==> config.mk <==
export PLATFORM = sky130hd
export DESIGN_NAME = wb2axip_fifo_reader
export DESIGN_NICKNAME = d
export VERILOG_FILES = /design/src/rtl/wb2axip_fifo_reader.sv
export SDC_FILE = /design/constraint.sdc
export NUM_CORES = 1
export LEC_CHECK = 0
export CORE_UTILIZATION = 50
export DETAILED_ROUTE_END_ITERATION = 8
export HOLD_SLACK_MARGIN = 0.08
export PLACE_DENSITY_LB_ADDON = 0.3
export SETUP_SLACK_MARGIN = 0.3
export SLEW_MARGIN = 10
export SYNTH_ARGS = -nofsm -noshare
export SYNTH_HDL_FRONTEND = slang
export SYNTH_SLANG_ARGS = --single-unit
==> constraint.sdc <==
create_clock -name i_clk -period 3.8 [get_ports i_clk]
set_input_delay 1.14 -clock i_clk [delete_from_list [all_inputs] [get_ports i_clk]]
set_output_delay 1.14 -clock i_clk [all_outputs]
set_load 0.02 [all_outputs]
==> src/rtl/wb2axip_fifo_reader.sv <==
// Drains a synchronous FIFO read port into a valid/ready stream through a 2-entry buffer.
// Optional packet framing (i_pkt_len / o_last) is enabled by defining WB2AXIP_FIFO_READER_LAST_EN.
module wb2axip_fifo_reader #(
  parameter int BW             = 8,
  parameter int OPT_RD_LATENCY = 0,
  parameter int LGPKT          = 8
) (
  input  logic             i_clk,
  input  logic             i_reset_n,
  output logic             o_fifo_rd,
  input  logic             i_fifo_empty,
  input  logic [BW-1:0]    i_fifo_data,
  output logic             o_valid,
  input  logic             i_ready,
  output logic [BW-1:0]    o_data
`ifdef WB2AXIP_FIFO_READER_LAST_EN
  ,
  input  logic [LGPKT-1:0] i_pkt_len,
  output logic             o_last
`endif
);

  if ((OPT_RD_LATENCY != 0 && OPT_RD_LATENCY != 1) || LGPKT < 1) begin : g_bad_param
    $error("wb2axip_fifo_reader: OPT_RD_LATENCY must be 0 or 1 and LGPKT at least 1");
  end

  logic [BW-1:0] mem [2];
  logic          wr_ptr;
  logic          rd_ptr;
  logic [1:0]    cnt;
  logic [1:0]    fill;
  logic          pending;
  logic          pop;
  logic          wr_en;

  // cnt reserves a slot for every word already requested, so a read is only issued
  // when the buffer is guaranteed to have room for it when it lands.
  assign pop       = o_valid && i_ready;
  assign o_fifo_rd = i_reset_n && !i_fifo_empty && ((cnt - {1'b0, pop}) < 2'd2);
  assign wr_en     = (OPT_RD_LATENCY == 0) ? o_fifo_rd : pending;
  assign o_valid   = (fill != 2'd0);
  assign o_data    = mem[rd_ptr];

  always_ff @(posedge i_clk or negedge i_reset_n) begin
    if (!i_reset_n) begin
      cnt     <= 2'd0;
      fill    <= 2'd0;
      wr_ptr  <= 1'b0;
      rd_ptr  <= 1'b0;
      pending <= 1'b0;
      mem[0]  <= '0;
      mem[1]  <= '0;
    end else begin
      cnt     <= cnt + {1'b0, o_fifo_rd} - {1'b0, pop};
      fill    <= fill + {1'b0, wr_en} - {1'b0, pop};
      pending <= (OPT_RD_LATENCY != 0) && o_fifo_rd;
      if (wr_en) begin
        mem[wr_ptr] <= i_fifo_data;
        wr_ptr      <= !wr_ptr;
      end
      if (pop) begin
        rd_ptr <= !rd_ptr;
      end
    end
  end

`ifdef WB2AXIP_FIFO_READER_LAST_EN
  logic [LGPKT-1:0] beat_cnt;
  logic [LGPKT-1:0] last_idx;

  // A zero length is treated as a one-beat packet.
  assign last_idx = (i_pkt_len == '0) ? '0 : i_pkt_len - LGPKT'(1);
  assign o_last   = o_valid && (beat_cnt == last_idx);

  always_ff @(posedge i_clk or negedge i_reset_n) begin
    if (!i_reset_n) begin
      beat_cnt <= '0;
    end else if (pop) begin
      beat_cnt <= o_last ? '0 : beat_cnt + LGPKT'(1);
    end
  end
`endif

endmodule
==> impl_metrics.py <==
metrics = {
    "run_status": {
        "outcome": "finished, final reports clean",
    },
    "pwr": {
        "peakVddDrop_mv": 0.467,
        "p_per_area_nw_per_um2": 891,
        "p_leak_nw": 0.621,
    },
    "grt": {
        "grt_start_max_net_pins": 25,
        "grtUsageTotal_pct": 17.2,
        "grt_overflow": 0,
        "grt_first_pass_wirelength_mm": 2.59,
        "antenna_found_initial": 0,
        "grt_pass1_vias": 574,
    },
    "logic_synthesis": {
        "syn-instance-count": 69,
        "yosys_warnings": 0,
        "synthDistinctLibCells": 19,
        "ys_ff_latch": 22,
        "yosysTopAreaCell": "dfrtp_1",
        "syn_nets": 83,
        "syn_area_um2": 1050,
        "synth_top_area_share_pct": 52.6,
        "syn_avg_cell_area_um2": 15.2,
        "ys.flop_type": "dfrtp_1",
        "ys_seq_area_share_pct": 52.6,
        "synth_area_leaders": "dfrtp_1 (53%), mux2_1 (17%), mux2_4 (11%)",
        "ys_async_sr_fraction_pct": 100,
        "synth_edf_count": 0,
    },
    "critical_path": {
        "rrSetupSlack_ns": 1.56,
        "startpoint_type": "input port",
        "critical_path.endpoint": "o_fifo_rd",
        "worstSetupPathType": "in -> out",
        "required_ns": 2.66,
        "cp_max_fo": 5,
        "r2r_end": "mem[10]$_DFFE_PN0P_",
        "timing.rr.start": "fill[1]$_DFF_PN0_",
        "critPathLaunch": "i_ready",
        "worstPathArrival_ns": 2.21,
        "ff2ff_path_depth": 6,
        "endpoint_kind": "output port",
    },
    "finish": {
        "design_area_um2": 1370,
        "area_growth_pct": 30.7,
        "final_nets": 108,
        "num_antenna_cells": 0,
        "drive_gt1_share_pct": 22.6,
    },
    "clocking": {
        "clk_pin_slew_ns": 0.12,
        "cts_tree": "yes",
        "clock_latency_ns": 0.30,
        "clock_path_buffers": 2,
        "root_buffer": "clkbuf_4",
        "htree_levels": 1,
        "holdBufCountCts": 0,
        "clock-sinks": 22,
        "cts_buffers": 3,
    },
    "timing": {
        "fmax_mhz": 299,
        "final_hold_viol_count": 0,
        "period_share_pct": 88.1,
        "setup_viol": 0,
        "fin_crit_ns": 3.35,
        "fin_worst_skew_ns": 0.00359,
        "setup_ws_ns": 0.454,
        "slew_headroom_pct": 66.2,
        "tightestPinTransition_ns": 0.507,
        "rsz0062_at_grt": "no",
        "drv_slew": 0,
    },
    "drt": {
        "drt_wl_total_mm": 1.77,
        "viasPerCell": 5.07,
        "drc": 0,
        "drt_iter0_markers": 2,
        "ant_nets": 0,
        "drtPass1Iterations": 2,
        "route.vias.total": 608,
        "wl_per_cell_um": 14.8,
    },
    "floorplan": {
        "core_region_area_um2": 1960,
        "num_rows": 16,
        "dieWidth_um": 47.8,
        "initial_utilization_pct": 53.4,
        "io-pin-count": 22,
        "die_h_um": 47.8,
        "dieArea_um2": 2280,
    },
    "placement": {
        "pre_cts_ws_ns": -0.277,
        "gp_congestion": 0.636,
        "io_buffer_count": 21,
        "placed_area_um2": 1290,
        "post-dp-hpwl_mm": 1.26,
    },
    "flow_run": {
        "cap_violations": 0,
    },
    "hold_path": {
        "hold_class": "reg -> reg",
    },
}
repair_timing:
action	4_1_cts	5_1_grt
setup buffers	0	0
endpoints found under the setup margin	1	0
resized for setup	11	0
metal layers:
layer  vias to the layer above  wire (µm)  part of all wire (%)  global-route usage (%)
met1                       311        797                    45                    22.2
li1                        284          -                     -                       -
met2                        11        901                    51                    27.6
met4                         0         13                  0.73                    8.33
met5                         -          0                     0                       0
met3                         2         60                   3.4                    3.77
registers in the layout (all words and copies together), names as in the netlist:
| register | count |
|---|---|
| rd_ptr | 1 |
| wr_ptr | 1 |
| mem | 16 |
| fill | 2 |
| cnt | 2 |
cells in the final DEF, fill, tap and decap left out:
master | Yosys | final
ha_4 | 0 | 1
and2_4 | 0 | 1
bufinv_16 | 0 | 1
buf_4 | 0 | 3
dlygate4sd2_1 | 0 | 1
nor3b_2 | 1 | 1
nand2b_4 | 1 | 1
clkdlybuf4s50_1 | 0 | 19
inv_1 | 2 | 2
xnor2_1 | 4 | 4
ha_1 | 2 | 1
buf_6 | 1 | 1
xor2_1 | 2 | 2
clkbuf_4 | 0 | 3
dfrtp_1 | 22 | 22
or2_1 | 1 | 1
or3b_1 | 1 | 1
xnor2_4 | 0 | 1
o21ai_1 | 1 | 1
mux2_1 | 16 | 16
and4b_1 | 1 | 1
mux2_4 | 8 | 8
and3b_1 | 1 | 1
worst min path at each step:
stage,start,end,depth (start not counted)
5_1_grt,mem[7]$_DFFE_PN0P_,mem[7]$_DFFE_PN0P_,1
2_1_floorplan,wr_ptr$_DFFE_PN0P_,wr_ptr$_DFFE_PN0P_,1
6_report,wr_ptr$_DFFE_PN0P_,wr_ptr$_DFFE_PN0P_,1
3_3_place_gp,mem[1]$_DFFE_PN0P_,mem[1]$_DFFE_PN0P_,1
3_5_place_dp,mem[1]$_DFFE_PN0P_,mem[1]$_DFFE_PN0P_,1
4_1_cts,wr_ptr$_DFFE_PN0P_,wr_ptr$_DFFE_PN0P_,1
synth_stat cells, drive strengths merged (2+ instances only):
cell,n
inv,2
clkbuf,2
buf,2
xnor2,5
mux2,24
ha,2
xor2,2
dfrtp,22
through the flow:
stage | utilization (%) | power [mW] | TNS [ns] | std cells | hold WS (ns)
finish | 69.8 | 1.22 | 0 | 120 | 0.496
detailed placement | 65.8 | 1.02 | -0.277 | 116 | 0.471
floorplan | - | 0.807 | 0 | 69 | 0.451
global placement | 65.8 | 0.996 | -0.263 | 116 | 0.463
global route | 69.8 | 1.29 | 0 | 120 | 0.510
CTS | 69.8 | 1.23 | 0 | 120 | 0.495
worst max-delay path, cell delays in order:
cell	delay [ns]
dlygate4sd2_1	0.23
and2_4	0.14
ha_4	0.17
xnor2_4	0.17
and3b_1	0.22
buf_6	0.13
area by class of cell:
type                            count  area, µm²
Tap cell                           27       33.8
Inverter                            2       7.51
Fill cell                         147        593
Sequential cell                    22        551
Multi-Input combinational cell     41        492
Clock inverter                      1       30.0
Timing Repair Buffer               24        233
Clock buffer                        3       22.5
power breakdown:
| group | internal, mW | switching, mW | leakage (nW) |
|---|---|---|---|
| Clock | 0.107 | 0.0708 | 0.0279 |
| Combinational | 0.360 | 0.247 | 0.331 |
| Sequential | 0.354 | 0.0823 | 0.262 |
| Total | 0.820 | 0.400 | 0.621 |
logic make-up after synthesis:
kind of cell / after synthesis / synth area share [%]
flops: 22 / 52.6
compound gates: 1 / 0.477
mux: 24 / 28.7
buf+inv: 6 / 2.99
xor+xnor: 7 / 6.57
simple gates: 7 / 6.33
fa+ha+maj: 2 / 2.39
Note: power is estimated with default switching activity, not from simulation.
